===== src/rtl/uart_msg_sequencer_pkg.sv =====
// Shared types and constants for the UART message sequencer: FSM state encoding
// and the four operating modes.
package uart_msg_sequencer_pkg;

  typedef enum logic [1:0] {
    ST_IDLE = 2'd0,
    ST_SEND = 2'd1,
    ST_WAIT = 2'd2,
    ST_ECHO = 2'd3
  } state_t;

  localparam logic [1:0] MODE_OFF  = 2'b00;
  localparam logic [1:0] MODE_PER  = 2'b01;
  localparam logic [1:0] MODE_TRIG = 2'b10;
  localparam logic [1:0] MODE_ECHO = 2'b11;

endpackage


===== src/rtl/uart_msg_sequencer_timer.sv =====
// Load/enable down-counter timing the WAIT period; expired is high while the count is zero,
// so a freshly loaded WAIT lasts exactly PERIOD_CYC enabled cycles.
module uart_msg_sequencer_timer #(
  parameter int PERIOD_CYC = 27_000_000
) (
  input  logic clk,
  input  logic rst_n,
  input  logic load,
  input  logic en,
  output logic expired
);

  localparam int W = $clog2(PERIOD_CYC + 1);
  localparam logic [W-1:0] LOAD_VAL = W'(PERIOD_CYC - 1);

  logic [W-1:0] cnt;

  always_ff @(posedge clk or negedge rst_n) begin
    if (!rst_n) begin
      cnt <= '0;
    end else if (load) begin
      cnt <= LOAD_VAL;
    end else if (en && (cnt != '0)) begin
      cnt <= cnt - 1'b1;
    end
  end

  assign expired = (cnt == '0);

endmodule


===== src/rtl/uart_msg_sequencer.sv =====
// Streams a variable-length message to uart_tx (periodic or triggered) and echoes bytes
// from uart_rx through a 1-deep holding buffer. All outputs are registered.
module uart_msg_sequencer
  import uart_msg_sequencer_pkg::*;
#(
  parameter int DATA_NUM   = 22,
  parameter int LEN_W      = 8,
  parameter int PERIOD_CYC = 27_000_000
) (
  input  logic                  sys_clk,
  input  logic                  sys_rst_n,
  input  logic [1:0]            mode,
  input  logic [DATA_NUM*8-1:0] msg_data,
  input  logic [LEN_W-1:0]      msg_len,
  input  logic                  trigger,
  input  logic [7:0]            rx_data,
  input  logic                  rx_data_valid,
  input  logic                  tx_data_ready,
  output logic [7:0]            tx_data,
  output logic                  tx_data_valid,
  output logic [LEN_W-1:0]      tx_cnt,
  output logic                  busy,
  output logic                  msg_done,
  output logic                  echo_ovf,
  output state_t                dbg_state
);

  localparam logic [LEN_W-1:0] DATA_NUM_L = LEN_W'(DATA_NUM);

  // Handshake: a byte moves in any cycle where tx_data_valid && tx_data_ready; once
  // tx_data_valid is raised, tx_data_valid and tx_data hold until that transfer.
  state_t           state, state_n, ret_state, ret_n;
  logic [LEN_W-1:0] len_q, len_n, cnt_n, len_clamp;
  logic [7:0]       data_n, echo_byte, byte_n, echo_src;
  logic             valid_n, done_n, ovf_n, echo_full, full_n;
  logic             trig_q, trig_pend, pend_n, trig_edge;
  logic             xfer, off, echo_go, send_go, echo_take, timer_load, expired;

  function automatic logic [7:0] msg_byte(input logic [DATA_NUM*8-1:0] msg,
                                          input logic [LEN_W-1:0] idx);
    msg_byte = 8'h00;
    for (int k = 0; k < DATA_NUM; k++) begin
      if (idx == LEN_W'(k)) msg_byte = msg[(DATA_NUM-1-k)*8 +: 8];
    end
  endfunction

  assign xfer      = tx_data_valid && tx_data_ready;
  assign off       = (mode == MODE_OFF);
  assign trig_edge = trigger && !trig_q;
  assign len_clamp = (msg_len > DATA_NUM_L) ? DATA_NUM_L : msg_len;
  // A byte arriving this cycle counts as pending echo, so it can pre-empt a WAIT expiry.
  assign echo_go   = !off && (echo_full || rx_data_valid);
  assign echo_src  = echo_full ? echo_byte : rx_data;
  assign dbg_state = state;

  always_comb begin
    state_n    = state;
    ret_n      = ret_state;
    len_n      = len_q;
    cnt_n      = tx_cnt;
    data_n     = tx_data;
    valid_n    = tx_data_valid;
    done_n     = 1'b0;
    timer_load = 1'b0;
    send_go    = 1'b0;
    echo_take  = 1'b0;
    case (state)
      ST_IDLE: begin
        if (echo_go) begin
          state_n = ST_ECHO;
          ret_n   = ST_IDLE;
          data_n  = echo_src;
          valid_n = 1'b1;
        end else if (mode == MODE_PER || (mode == MODE_TRIG && (trig_edge || trig_pend))) begin
          send_go = 1'b1;
        end
      end
      ST_SEND: begin
        if (xfer) begin
          if (tx_cnt == len_q - LEN_W'(1)) begin
            done_n     = 1'b1;
            cnt_n      = '0;
            valid_n    = 1'b0;
            state_n    = off ? ST_IDLE : ST_WAIT;
            timer_load = !off;
          end else if (off) begin
            cnt_n   = '0;
            valid_n = 1'b0;
            state_n = ST_IDLE;
          end else begin
            cnt_n  = tx_cnt + LEN_W'(1);
            data_n = msg_byte(msg_data, tx_cnt + LEN_W'(1));
          end
        end
      end
      ST_WAIT: begin
        // The timer only runs in WAIT, so an echo pauses the countdown without reloading it.
        if (off) begin
          state_n = ST_IDLE;
        end else if (echo_go) begin
          state_n = ST_ECHO;
          ret_n   = ST_WAIT;
          data_n  = echo_src;
          valid_n = 1'b1;
        end else if (expired) begin
          if (mode == MODE_PER) send_go = 1'b1;
          else                  state_n = ST_IDLE;
        end
      end
      ST_ECHO: begin
        if (xfer) begin
          valid_n   = 1'b0;
          echo_take = 1'b1;
          state_n   = off ? ST_IDLE : ret_state;
        end
      end
      default: state_n = ST_IDLE;
    endcase

    if (send_go) begin
      len_n = len_clamp;
      cnt_n = '0;
      if (len_clamp == '0) begin
        done_n     = 1'b1;
        valid_n    = 1'b0;
        state_n    = ST_WAIT;
        timer_load = 1'b1;
      end else begin
        state_n = ST_SEND;
        data_n  = msg_byte(msg_data, '0);
        valid_n = 1'b1;
      end
    end
  end

  // The buffer keeps its byte until that byte is accepted by uart_tx.
  always_comb begin
    full_n = echo_full && !echo_take;
    byte_n = echo_byte;
    ovf_n  = echo_ovf;
    pend_n = trig_pend | (trig_edge && (state != ST_IDLE || mode == MODE_TRIG));
    if (off) begin
      full_n = 1'b0;
      ovf_n  = 1'b0;
      pend_n = 1'b0;
    end else if (rx_data_valid) begin
      if (!full_n) begin
        full_n = 1'b1;
        byte_n = rx_data;
      end else begin
        ovf_n = 1'b1;
      end
    end
    if (send_go) pend_n = 1'b0;
  end

  always_ff @(posedge sys_clk or negedge sys_rst_n) begin
    if (!sys_rst_n) begin
      state         <= ST_IDLE;
      ret_state     <= ST_IDLE;
      len_q         <= '0;
      tx_cnt        <= '0;
      tx_data       <= '0;
      tx_data_valid <= 1'b0;
      msg_done      <= 1'b0;
      busy          <= 1'b0;
      echo_ovf      <= 1'b0;
      echo_full     <= 1'b0;
      echo_byte     <= '0;
      trig_q        <= 1'b0;
      trig_pend     <= 1'b0;
    end else begin
      state         <= state_n;
      ret_state     <= ret_n;
      len_q         <= len_n;
      tx_cnt        <= cnt_n;
      tx_data       <= data_n;
      tx_data_valid <= valid_n;
      msg_done      <= done_n;
      busy          <= (state_n != ST_IDLE);
      echo_ovf      <= ovf_n;
      echo_full     <= full_n;
      echo_byte     <= byte_n;
      trig_q        <= trigger;
      trig_pend     <= pend_n;
    end
  end

  uart_msg_sequencer_timer #(.PERIOD_CYC(PERIOD_CYC)) u_timer (
    .clk     (sys_clk),
    .rst_n   (sys_rst_n),
    .load    (timer_load),
    .en      (state == ST_WAIT),
    .expired (expired)
  );

endmodule

===== config.mk =====
export PLATFORM = sky130hd
export DESIGN_NAME = uart_msg_sequencer
export DESIGN_NICKNAME = d
export VERILOG_FILES = /design/src/rtl/uart_msg_sequencer_pkg.sv /design/src/rtl/uart_msg_sequencer_timer.sv /design/src/rtl/uart_msg_sequencer.sv
export SDC_FILE = /design/constraint.sdc
export NUM_CORES = 1
export LEC_CHECK = 0
export CELL_PAD_IN_SITES_DETAIL_PLACEMENT = 1
export CELL_PAD_IN_SITES_GLOBAL_PLACEMENT = 2
export CORE_MARGIN = 2
export CORE_UTILIZATION = 26
export CTS_CLUSTER_SIZE = 24
export DETAILED_ROUTE_END_ITERATION = 10
export GPL_ROUTABILITY_DRIVEN = 0
export PLACE_DENSITY = 0.85
export SETUP_SLACK_MARGIN = 0.1
export SLEW_MARGIN = 20
export SYNTH_ARGS = -nofsm -noshare
export SYNTH_HDL_FRONTEND = slang
export SYNTH_HIERARCHICAL = 1
export SYNTH_SLANG_ARGS = --single-unit

===== constraint.sdc =====
create_clock -name sys_clk -period 3.8 [get_ports sys_clk]
set_input_delay 0.76 -clock sys_clk [delete_from_list [all_inputs] [get_ports sys_clk]]
set_output_delay 0.76 -clock sys_clk [all_outputs]
set_load 0.01 [all_outputs]

==> flow_metrics.py <==
metrics = {
    "critical_path": {
        "worstPathArrival_ns": 3.62,
        "end_kind": "register",
        "cp_slowest_cell": "a211oi_2",
        "path_max_fanout": 18,
        "critPathLaunchType": "register",
        "path_buf_inv": 3,
        "critPathKind": "register to register",
        "path_delay_family": "compound AO/OA/AOI/OAI gates",
        "crit_chain": "ha_1 -> buf_4 -> nor3b_1 -> a41oi_1 -> a211oi_2 -> buf_4 -> a21oi_1 -> a2111oi_0 -> buf_4 -> o41ai_1",
        "rrSetupSlack_ns": 0.39,
        "crit_top_cell": "buf_4",
        "critical_path_required_ns": 4.00,
        "critical-path-max-stage-delay_ns": 0.56,
    },
    "power_and_ir_drop": {
        "cellLeakagePower_nw": 3.65,
        "power_mw": 5.20,
        "ir_worst_vdd_mv": 0.230,
        "power_density_nw_per_um2": 537,
    },
    "floorplan": {
        "die_x_um": 164,
        "initial_utilization_pct": 26.3,
        "die_h_um": 164,
        "rows": 58,
        "die_area_um2": 26700,
        "pin_count": 221,
        "fp.coreArea_um2": 25100,
    },
    "sta": {
        "period_needed_ns": 3.41,
        "rsz0062_at_grt": "no",
        "drv_slew": 0,
        "fin_skew_ns": 0.00675,
        "post-route-period-util_pct": 89.8,
        "timing.hold.ws_ns": 0.427,
        "worstMarginPinSlew_ns": 0.712,
        "hold_viol": 0,
        "setup_viol": 0,
        "layout_setup_ws_ns": 0.386,
        "fmax_mhz": 293,
        "timing.slew.headroom_pct": 52.5,
        "tns_ns": 0,
    },
    "cts": {
        "post_cts_buffers": 0,
        "h-tree-depth": 3,
        "cts_root_buf": "clkbuf_16",
        "clk_pin_slew_ns": 0.06,
        "clock_path_buffers": 2,
        "cts_tree": "yes",
        "numCtsBuffers": 9,
        "clk_latency_ns": 0.33,
        "cts_sinks": 67,
        "holdBufCountCts": 0,
    },
    "routing": {
        "wl_per_cell_um": 22.3,
        "drtAntennaViolNets": 0,
        "drt-pass1-iter-count": 5,
        "vias_per_cell": 5.60,
        "drc": 0,
        "wl_um": 31100,
        "vias": 7827,
        "drt-initial-drc-count": 623,
    },
    "synthesis": {
        "post-synth-top-count-cell": "nand2_1",
        "yosysSeqAreaShare_pct": 25.3,
        "synth.largest_area_cell": "dfrtp_1",
        "syn_area_per_cell_um2": 7.93,
        "syn-num-nets": 1040,
        "synth-seq-cells": 67,
        "ys.warnings.count": 6,
        "synthTopCellsByCount": "80 x nand2_1, 75 x nor2_1, 67 x dfrtp_1",
        "synth_cell_type_count": 104,
        "ys.flop_type": "dfrtp_1",
        "syn-cell-area_um2": 6620,
        "yosysTopAreaCellShare_pct": 25.3,
        "netlist_instances": 834,
        "synth_edf_count": 0,
        "synth_area_leaders": "dfrtp_1 25%, nand2_1 4.5%, nor2_1 4.3%",
        "synth_async_sr_flop_share_pct": 100,
    },
    "grt": {
        "grt_overflow": 0,
        "grt_pass1_vias": 7992,
        "grt_usage_pct": 22.8,
        "grt_max_degree": 28,
        "antenna_found_initial": 0,
        "grt_first_pass_wirelength_um": 46700,
    },
    "final_layout": {
        "multi_input_area_um2": 4570,
        "area_growth_pct": 46.3,
        "num_antenna_cells": 0,
        "fin_cells": 1398,
        "num-fill-cells": 3030,
        "layout.nets": 1269,
        "drive_gt1_share_pct": 11.9,
        "seqCellArea_um2": 1680,
    },
    "min_path": {
        "min_path_type": "primary input to async pin",
    },
    "placed_design": {
        "post-place-ws_ns": 0.327,
        "post-dp-hpwl_um": 25300,
        "dp_cells": 1382,
        "numPortBuffers": 220,
    },
    "run": {
        "drv_cap": 0,
    },
    "outcome": {
        "status": "finished, final reports clean",
    },
}
## path summary, 6_finish.rpt
check                             endpoint  cells after the start    startpoint
setup / recovery                tx_data[6]                     10     tx_cnt[1]
hold / removal             u_timer/cnt[18]                      1     sys_rst_n
setup reg to reg                tx_data[6]                     10     tx_cnt[1]
hold reg to reg               ret_state[1]                      2  ret_state[1]
max in group asynchronous     echo_byte[2]                      2     sys_rst_n
min in group sys_clk          ret_state[1]                      2  ret_state[1]
## metrics by stage
stage / instance area [um2] / util, %
finish: 9680 / 38.5
global route: 9680 / 38.5
CTS: 9680 / 38.5
detailed placement: 9350 / 37.2
global placement: 9350 / 37.2
floorplan: 6620 / -
## cell families after synthesis
group                    synth area share (%)
AND/OR/NAND/NOR                          26.7
AO/OA/AOI/OAI                            33.1
buffers and inverters                    5.52
flip-flops                               25.3
XOR/XNOR                                 3.92
multiplexers                             4.05
adder cells (fa/ha/maj)                  1.32
## flip-flops by register name, summed over array words and instances (netlist names), 2 cells and up
register,flops
tx_data,8
echo_byte,8
len_q,8
tx_cnt,8
dbg_state,2
u_timer/cnt,25
## metal layers
metal / global-route usage [%] / up-vias / routed length, um
li1: - / 3659 / -
met1: 28.7 / 3772 / 13100
met2: 38.0 / 336 / 14700
met3: 4.57 / 60 / 2030
met4: 9.73 / 0 / 1250
met5: 0 / - / 0
## where the power goes
part / total, mW / leakage [nW] / internal (mW) / switching (mW)
Sequential: 1.19 / 0.772 / 0.918 / 0.272
Clock: 0.921 / 0.165 / 0.607 / 0.314
Combinational: 3.09 / 2.71 / 1.34 / 1.75
## cells in the final DEF, fill, tap and decap left out, types with 9 or more instances in the layout
master	synthesis	final
clkdlybuf4s50_1	0	219
nand2_1	80	80
nor2_1	75	75
dfrtp_1	67	67
o21ai_0	52	52
buf_4	3	49
a21oi_1	45	45
nand3_1	41	41
inv_1	31	31
nor3_1	21	21
o22ai_1	17	17
a31oi_1	15	15
o211ai_1	15	15
a22oi_1	15	15
mux2i_1	14	14
xor2_1	13	13
nand4_1	13	13
or3_1	13	13
xnor2_1	12	12
nand2b_1	10	10
nor4_1	10	10
and3_1	10	10
mux2_2	10	10
clkbuf_16	0	9
## layout make-up
| type | instances | area share, % |
|---|---|---|
| timing repair buffer | 269 | 26.5 |
| clock inverter | 5 | 0.776 |
| inverter | 32 | 1.24 |
| clock buffer | 11 | 2.61 |
| multi-input combinational | 684 | 47.3 |
| sequential | 67 | 17.3 |
| tap | 330 | 4.27 |
## repair_timing
action / CTS / global route
endpoints found under the hold margin: 0 / 0
setup endpoints to repair: 0 / 1
resized for setup: 0 / 1
No activity file was read; power rests on OpenSTA's default activity.
